===== src/rtl/proc_gen2_pkg.sv =====
// proc_gen2_pkg: shared definitions for the parametrised multicycle processor.
//   - opcode values (compared against the zero-extended opcode field)
//   - timing-state encoding T0..T5
//   - ALU operation select and small decode helpers
package proc_gen2_pkg;

  localparam logic [31:0] OP_MV   = 32'd0;
  localparam logic [31:0] OP_MVI  = 32'd1;
  localparam logic [31:0] OP_ADD  = 32'd2;
  localparam logic [31:0] OP_SUB  = 32'd3;
  localparam logic [31:0] OP_LD   = 32'd4;
  localparam logic [31:0] OP_ST   = 32'd5;
  localparam logic [31:0] OP_MVNZ = 32'd6;
  localparam logic [31:0] OP_AND  = 32'd7;
  localparam logic [31:0] OP_OR   = 32'd8;
  localparam logic [31:0] OP_XOR  = 32'd9;
  localparam logic [31:0] OP_SHR  = 32'd10;
  localparam logic [31:0] OP_SHL  = 32'd11;

  typedef enum logic [2:0] {T0, T1, T2, T3, T4, T5} state_e;

  typedef enum logic [2:0] {AluAdd, AluSub, AluAnd, AluOr, AluXor, AluShr, AluShl} alu_op_e;

  function automatic logic is_alu(input logic [31:0] op);
    return op inside {OP_ADD, OP_SUB, OP_AND, OP_OR, OP_XOR, OP_SHR, OP_SHL};
  endfunction

  function automatic logic is_shift(input logic [31:0] op);
    return op inside {OP_SHR, OP_SHL};
  endfunction

  // Instructions that run through T5 (6 cycles); everything else finishes at T3.
  function automatic logic is_long(input logic [31:0] op);
    return is_alu(op) || (op inside {OP_MVI, OP_LD, OP_ST});
  endfunction

  function automatic alu_op_e alu_op_of(input logic [31:0] op);
    alu_op_e res;
    res = AluAdd;
    if (op == OP_SUB) res = AluSub;
    if (op == OP_AND) res = AluAnd;
    if (op == OP_OR)  res = AluOr;
    if (op == OP_XOR) res = AluXor;
    if (op == OP_SHR) res = AluShr;
    if (op == OP_SHL) res = AluShl;
    return res;
  endfunction

endpackage


===== src/rtl/proc_gen2_alu.sv =====
// proc_gen2_alu: purely combinational ALU.
//   a_i, b_i  : operands (shifts use a_i only, by one bit, zero fill)
//   op_i      : operation select
//   result_o  : result modulo 2**DATA_W
//   zero_o    : result == 0
module proc_gen2_alu
  import proc_gen2_pkg::*;
#(
  parameter int unsigned DATA_W = 16
) (
  input  logic [DATA_W-1:0] a_i,
  input  logic [DATA_W-1:0] b_i,
  input  alu_op_e           op_i,
  output logic [DATA_W-1:0] result_o,
  output logic              zero_o
);

  always_comb begin
    result_o = '0;
    unique case (op_i)
      AluAdd:  result_o = a_i + b_i;
      AluSub:  result_o = a_i - b_i;
      AluAnd:  result_o = a_i & b_i;
      AluOr:   result_o = a_i | b_i;
      AluXor:  result_o = a_i ^ b_i;
      AluShr:  result_o = a_i >> 1;
      AluShl:  result_o = a_i << 1;
      default: result_o = '0;
    endcase
    zero_o = (result_o == '0);
  end

endmodule


===== src/rtl/proc_gen2.sv =====
// proc_gen2: parametrised multicycle processor fetching from a synchronous RAM.
//   Clock : rising-edge clock          Reset : synchronous, active-high
//   Run   : 1 advance, 0 stall         DIN   : RAM read data
//   ADDR  : registered memory address  DOUT  : registered write data
//   W     : write strobe (st, T5)      Done  : last cycle of each instruction
// Register NREGS-1 is the PC.
module proc_gen2
  import proc_gen2_pkg::*;
#(
  parameter int unsigned DATA_W = 16,
  parameter int unsigned REG_W  = 3,
  parameter int unsigned OP_W   = 4,
  parameter int unsigned IR_W   = OP_W + 2 * REG_W
) (
  input  logic              Clock,
  input  logic              Reset,
  input  logic              Run,
  input  logic [DATA_W-1:0] DIN,
  output logic [DATA_W-1:0] ADDR,
  output logic [DATA_W-1:0] DOUT,
  output logic              W,
  output logic              Done
);

  localparam int unsigned NREGS = 2 ** REG_W;
  localparam int unsigned PC_IDX = NREGS - 1;
  localparam logic [DATA_W-1:0] ONE = DATA_W'(1);

  state_e            state_q;
  logic [DATA_W-1:0] regs_q [NREGS];
  logic [DATA_W-1:0] a_q, g_q, addr_q, dout_q;
  logic [IR_W-1:0]   ir_q;
  logic              z_q;

  logic [31:0]       op;
  logic [REG_W-1:0]  rx, ry;
  logic [DATA_W-1:0] rx_val, ry_val, pc_val;
  logic [DATA_W-1:0] alu_res;
  logic              alu_zero;
  alu_op_e           alu_op;

  always_comb begin
    op     = 32'(ir_q[IR_W-1 -: OP_W]);
    rx     = ir_q[2*REG_W-1 -: REG_W];
    ry     = ir_q[REG_W-1:0];
    rx_val = regs_q[rx];
    ry_val = regs_q[ry];
    pc_val = regs_q[PC_IDX];
    alu_op = alu_op_of(op);
  end

  proc_gen2_alu #(
    .DATA_W (DATA_W)
  ) u_alu (
    .a_i      (a_q),
    .b_i      (ry_val),
    .op_i     (alu_op),
    .result_o (alu_res),
    .zero_o   (alu_zero)
  );

  // Strobes decode the held state, so a stall must mask them to avoid repeats.
  always_comb begin
    Done = Run && ((state_q == T5) || (state_q == T3 && !is_long(op)));
    W    = Run && (state_q == T5) && (op == OP_ST);
  end

  assign ADDR = addr_q;
  assign DOUT = dout_q;

  always_ff @(posedge Clock) begin
    if (Reset) begin
      state_q <= T0;
      for (int i = 0; i < NREGS; i++) regs_q[i] <= '0;
      a_q     <= '0;
      g_q     <= '0;
      addr_q  <= '0;
      dout_q  <= '0;
      ir_q    <= '0;
      z_q     <= 1'b0;
    end else if (Run) begin
      unique case (state_q)
        T0: begin
          addr_q  <= pc_val;
          state_q <= T1;
        end
        T1: begin
          regs_q[PC_IDX] <= pc_val + ONE;
          state_q        <= T2;
        end
        T2: begin
          ir_q    <= DIN[IR_W-1:0];
          state_q <= T3;
        end
        T3: begin
          if (is_long(op)) begin
            if (op == OP_MVI) addr_q <= pc_val;
            if (op == OP_LD || op == OP_ST) addr_q <= ry_val;
            if (is_alu(op)) a_q <= is_shift(op) ? ry_val : rx_val;
            state_q <= T4;
          end else begin
            if (op == OP_MV || (op == OP_MVNZ && !z_q)) regs_q[rx] <= ry_val;
            state_q <= T0;
          end
        end
        T4: begin
          if (op == OP_MVI) regs_q[PC_IDX] <= pc_val + ONE;
          if (op == OP_ST) dout_q <= rx_val;
          if (is_alu(op)) begin
            g_q <= alu_res;
            z_q <= alu_zero;
          end
          state_q <= T5;
        end
        T5: begin
          if (op == OP_MVI || op == OP_LD) regs_q[rx] <= DIN;
          if (is_alu(op)) regs_q[rx] <= g_q;
          state_q <= T0;
        end
        default: state_q <= T0;
      endcase
    end
  end

endmodule


===== config.mk =====
export PLATFORM = sky130hd
export DESIGN_NAME = proc_gen2
export DESIGN_NICKNAME = d
export VERILOG_FILES = /design/src/rtl/proc_gen2_pkg.sv /design/src/rtl/proc_gen2_alu.sv /design/src/rtl/proc_gen2.sv
export SDC_FILE = /design/constraint.sdc
export NUM_CORES = 1
export LEC_CHECK = 0
export CELL_PAD_IN_SITES_DETAIL_PLACEMENT = 0
export CELL_PAD_IN_SITES_GLOBAL_PLACEMENT = 1
export CORE_ASPECT_RATIO = 0.6
export CORE_UTILIZATION = 45
export DETAILED_ROUTE_END_ITERATION = 7
export PLACE_DENSITY_LB_ADDON = 0.2
export SYNTH_ARGS = -nofsm -noshare
export SYNTH_HDL_FRONTEND = slang
export SYNTH_SLANG_ARGS = --single-unit
export TNS_END_PERCENT = 20

===== constraint.sdc =====
create_clock -name Clock -period 6.7 [get_ports Clock]
set_input_delay 1.005 -clock Clock [delete_from_list [all_inputs] [get_ports Clock]]
set_output_delay 1.005 -clock Clock [all_outputs]
set_load 0.01 [all_outputs]

==> impl_metrics.tcl <==
set metrics [dict create \
    outcome "completed" \
    grt_pass1_wl_mm 58.38 \
    core_region_area_um2 27580 \
    first_iter_violations 1131 \
    rows 47 \
    vias 9834 \
    async_flop_share_pct 0 \
    max_freq_mhz 184.1 \
    synth_top_family_by_area "multiplexers" \
    die_w_um 218.2 \
    ant_nets 0 \
    cts_setup_buffers 0 \
    setup_viol 0 \
    grt_use_total_pct 26.98 \
    start_kind "flop" \
    synth_edf_count 128 \
    ir_drop_mv 0.1595 \
    synth_xor_area_share_pct 2.706 \
    synth.top_cell.area_share_pct 30.45 \
    wire_per_inst_um 23.53 \
    gp_congestion 0.8701 \
    clock_sinks 212 \
    die_h_um 131.7 \
    hold_viol 0 \
    total_power_mw 3.222 \
    antenna_found_initial 0 \
    dp_hpwl_mm 26.89 \
    dp.cells 1594 \
    clk_pin_slew_ns 0.07 \
    finalSetupTns_ns 0 \
    dp_slack_ns 1.315 \
    ys_ff_latch 212 \
    synthAdderAreaFrac_pct 5.114 \
    netlist_top_cells_count "nor2_1, edfxtp_1, a21oi_1" \
    start_util_pct 45.77 \
    numPortBuffers 52 \
    min_path_type "flop to flop" \
    slowest_stage "dfxtp_2" \
    clock_latency_ns 0.53 \
    cp.required_ns 7.18 \
    setup.worst_path.class "flop to flop" \
    drt_wl_total_mm 38.48 \
    ys_top_cells_by_area "edfxtp_1, dfxtp_1, mux4_2, nor2_1, mux2i_1" \
    htree_levels 1 \
    synthMuxAreaShare_pct 16.90 \
    clock-skew-final_ns 0.01510 \
    yosys.area_share.simple_pct 15.31 \
    crit_path_frequent_cell "o21ai_0" \
    clock-root-buffer "clkbuf_16" \
    p_leak_nw 4.884 \
    syn-num-nets 1313 \
    ys_seq_area_share_pct 43.77 \
    numCtsBuffers 23 \
    grt-ovfl-total 0 \
    drc 0 \
    final_nets 1322 \
    cp.arrival_ns 5.91 \
    area_delta_synth_final_pct 12.60 \
    timing.final.crit_share_pct 81.08 \
    antenna_cells 0 \
    maxCapViolCount 0 \
    via_per_inst 6.015 \
    fin_crit_ns 5.432 \
    cp_slowest_stage_delay_ns 0.79 \
    dr.pass1.iters 5 \
    stdcell_count 1635 \
    pin_count 53 \
    syn-cell-area_um2 12620 \
    synth-compound-area-share_pct 12.13 \
    nFillCells 2482 \
    synth_cells 1243 \
    syn_avg_cell_area_um2 10.16 \
    timing.final.ws_setup_ns 1.268 \
    cts_tree "done" \
    tightest_slew_ns 1.277 \
    multi_input_area_um2 6596 \
    synth_top_area_cell "edfxtp_1" \
    grt_max_degree 65 \
    cts_resized 0 \
    path_cells "mux4_2, mux2i_1, inv_1, or3_4, nor4b_4, nor2_1, xnor2_1, ha_1, a21oi_1, o211ai_1, a41oi_1, o21ai_0, a31oi_1, xor2_1, o21ai_0, nor4_1, a21o_1" \
    synth-main-ff-cell "edfxtp_1" \
    rsz0062_at_grt "false" \
    slew_headroom_pct 14.88 \
    yosys_warnings 0 \
    die-area_um2 28750 \
    drive_gt1_share_pct 11.36 \
    first_global_vias 9168 \
    powerDensity_nw_per_um2 226.7 \
    cts-hold-fix-buffers 0 \
    synthMostInstantiatedCell "nor2_1" \
    ff_latch_area_um2 5529 \
    clockBufferDepth 3 \
    worstPathMaxFanout 21 \
    yosysUniqueCellTypes 61 \
    drv_slew 0 \
    worst_setup_path_end_kind "flop" \
]
==> worst max-delay path: cells and delay by family, from the launching register on <==
kind / cells / cell delay (ns)
muxes: 2 / 0.88
xor gates and xnor gates: 2 / 0.29
DFF: 1 / 0.79
and+or+nand+nor: 4 / 1.33
adders and majority gates: 1 / 0.38
buffers and inverters: 1 / 0.19
AOI/OAI and AO/OA: 7 / 1.51
==> cell families after synthesis <==
family	after synthesis
AO/OA/AOI/OAI	247
buffers and inverters	127
adder cells (fa/ha/maj)	51
flip-flops	212
multiplexers	136
XOR/XNOR	39
AND/OR/NAND/NOR	431
==> cells in the final DEF (no fill, tap or decap), drive strengths merged, types with 9 or more instances in the layout <==
cell type,n
edfxtp,128
dfxtp,84
nand2b,16
nand3b,9
clkbuf,26
nor3,14
xor2,11
nand3,10
ha,50
mux2i,65
inv,40
o21ai,27
mux4,60
nor2,268
clkdlybuf4s50,51
o22ai,26
nand2,54
and3,10
a211oi,59
xnor2,28
mux2,11
a21oi,98
buf,22
==> area by class of cell <==
| cell class | count | share of cell area [%] |
|---|---|---|
| clock inverter | 15 | 1.523 |
| timing repair buffer | 73 | 4.736 |
| tap | 367 | 3.231 |
| clock buffer | 26 | 4.199 |
| sequential | 212 | 38.90 |
| multi-input combinational | 904 | 46.41 |
| inverter | 38 | 1.004 |
==> power by group <==
part	switching [mW]	total [mW]	internal, mW	leakage [nW]
Sequential	0.0361	1.46	1.42	2.00
Clock	0.561	1.40	0.838	0.394
Combinational	0.226	0.367	0.141	2.49
==> stage by stage <==
stage,cell area [um2],hold WS (ns),utilization (%)
5_1_grt,14210,0.5045,51.54
4_1_cts,14210,0.4657,51.54
2_1_floorplan,12620,0.4359,-
6_report,14210,0.4643,51.54
3_5_place_dp,13400,0.4573,48.59
3_3_place_gp,13400,0.4482,48.59
==> worst paths after layout <==
kind	from	end	slack, ns	depth (start not counted)
min reg2reg	ir_q[0]$_SDFFE_PP0P_	ir_q[0]$_SDFFE_PP0P_	0.46	2
max	flop	z_q$_SDFFE_PP0P_	1.27	17
max reg2reg	flop	z_q$_SDFFE_PP0P_	1.27	17
min	ir_q[0]$_SDFFE_PP0P_	ir_q[0]$_SDFFE_PP0P_	0.46	2
==> flip-flops by register name (all words and copies together) (netlist names), named ones only <==
name,cells
ir_q,10
state_q,3
regs_q,128
a_q,16
ADDR,16
z_q,1
g_q,16
DOUT,16
==> routing by layer <==
layer	up-vias	GRT usage [%]	share of wire, %
met5	-	0	0
met4	0	5.789	2.0
met3	49	4.683	8.1
met2	424	37.11	41
met1	4800	43.61	49
li1	4561	-	-
Note: power is estimated with default switching activity, not from simulation.
==> edit, RTL diff (same flow settings) <==
Make the reset (`Reset`) asynchronous in one clocked block.
--- a/src/rtl/proc_gen2.sv
+++ b/src/rtl/proc_gen2.sv
@@ -68,7 +68,7 @@
   assign ADDR = addr_q;
   assign DOUT = dout_q;
 
-  always_ff @(posedge Clock) begin
+  always_ff @(posedge Clock or posedge Reset) begin
     if (Reset) begin
       state_q <= T0;
       for (int i = 0; i < NREGS; i++) regs_q[i] <= '0;
Formal check against the unedited RTL: differs if Reset is asserted again (counterexample within 4 cycles, from zero or initial values and one cycle with Reset high); with Reset held inactive, the same outputs for 4 cycles.
==> edit against the original RTL <==
- the run now ends with DRC, capacitance limit, slew limit left
- routed wire length is 85% higher
- sequential share of layout area shrank 9.7 points
- area after synthesis is 28% higher
- worst setup slack improved by 180 ps
- worst hold slack gained 11 ps
- critical path type unchanged
- via count is 77% higher
- sequential cell count down 6
- cell area rose by 24%
- synthesized cell count up 62%
- global-route usage rose by 11 points
- power rose to 2.8 times the old value
==> edit: results (changes against the original RTL) <==
qor: timing.timing_max_transition_violations_final 17 [+17]
qor: outcome.violations DRC, capacitance limit, slew limit
qor: placement.dp_slack 1563 ps [+248.5 ps]
qor: flow_run.max-cap-violations 1 [+1]
qor: logic_synthesis.synth.cells.most_frequent a21oi_1 (306), nand2_1 (215), dfrtp_1 (206)
qor: logic_synthesis.synthArstFlopShare 100.0% [+100 points]
qor: placement.postPlaceCellArea 0.01689 sq mm [+26%]
qor: clock_network.worst_skew_pair.late_latency 560 ps [+30 ps]
qor: logic_synthesis.yosys.cell_types.count 73 [+20%]
qor: worst_setup_path.slowest_stage dfrtp_2
qor: global_route.met1_grt_util 56.65% [+13 points]
qor: final_layout.design.final.nets 1994 [+51%]
qor: worst_setup_path.critical-path-top-delay-family simple AND/OR/NAND/NOR gates
qor: detailed_routing.number_of_drc_violations_after_detailed_routing_iteration_0 2954 [+160%]
qor: detailed_routing.detail_route.first_pass.iterations 8 [+3]
qor: detailed_routing.drcViolationCount 4 [+4]
qor: clock_network.cts_inserted_buffers 24 [+4.3%]
qor: worst_setup_path.timing.critical_path.slowest_cell_delay 1140 ps [+350 ps]
qor: detailed_routing.detailroute.via_count 17440 [+77%]
qor: worst_setup_path.worst-path-max-fanout 48 [+130%]
qor: global_route.grt_util_met2 50.62% [+14 points]
qor: outcome.outcome complete, but fails checks
qor: logic_synthesis.synth.yosys.seq_area_share 31.82% [-12 points]
qor: timing.skew 19.58 ps [+4.479 ps]
qor: logic_synthesis.yosys-top-cells-area dfrtp_1 (32%), a21oi_1 (9.5%), a22o_1 (6.6%)
qor: detailed_routing.detail_route.wl_per_cell 29.65 um [+26%]
qor: logic_synthesis.post_synth_inst_count 2015 [+62%]
qor: global_route.via_count_of_the_first_global_routing_pass 15970 [+74%]
qor: global_route.grt_start_max_net_pins 122 [+88%]
qor: final_layout.instances_no_fill 2407 [+47%]
qor: placement.place.detailed.hpwl 45420 um [+69%]
qor: pwr.total_leakage_power 6.852 nW [+40%]
qor: timing.timing_worst_slew_pin_value 1507 ps [+229.8 ps]
edit: area by class of cell:
type	instances	area [sq um]
inverter	42	165.2
sequential	206	5157
antenna	1	2.502
tap	467	584.3
clock inverter	1	5.005
clock buffer	40	762.0
timing repair buffer	112	970.9
multi-input combinational	1538	10010
fill	3300	17560
edit: power breakdown:
group          internal, mW  leakage (nW)  switching, mW  total [mW]
sequential             1.52          2.80          0.703        2.22
clock                 0.767         0.378          0.596        1.36
combinational          1.93          3.68           3.61        5.54
total                  4.22          6.85           4.91        9.13
edit: routing by layer:
metal,up-vias,routed length [um]
met2,1395,27270
li1,7361,-
met1,8446,29990
met5,-,0
met3,239,11020
met4,0,3081
edit: logic make-up (layout without fill, tap and decap cells):
logic type               after synthesis  in the layout  share of synthesized area, %
flip-flops                           206            206                         31.82
adder cells (fa/ha/maj)               51             51                         3.985
buffers and inverters                271            195                         6.828
AO/OA/AOI/OAI                        819            819                         32.29
AND/OR/NAND/NOR                      566            566                         16.24
multiplexers                          79             79                         7.600
other                                  0              1                             0
XOR/XNOR                              23             23                         1.244
edit: worst paths after layout:
check                           startpoint       end  slack, ps
min in group asynchronous            Reset    a_q[0]       1020
worst min-delay path              ADDR[11]  ADDR[11]        480
worst max-delay path               ir_q[2]       z_q       1440
max in group asynchronous            Reset   a_q[13]       4360
worst min register to register    ADDR[11]  ADDR[11]        480
worst max register to register     ir_q[2]       z_q       1440
edit: worst reg2reg max path, cell delays in order, from the launching register on:
cell,delay (ps)
dfrtp_2,1140
mux4_2,470
mux2i_4,380
and2_1,280
nand2_1,130
nand2_1,110
xnor2_1,130
ha_1,290
and2_1,210
a221oi_2,470
a21oi_1,140
a311o_1,380
a31o_1,240
nor4_1,390
and4_1,260
nand4bb_1,90
o21ai_1,80
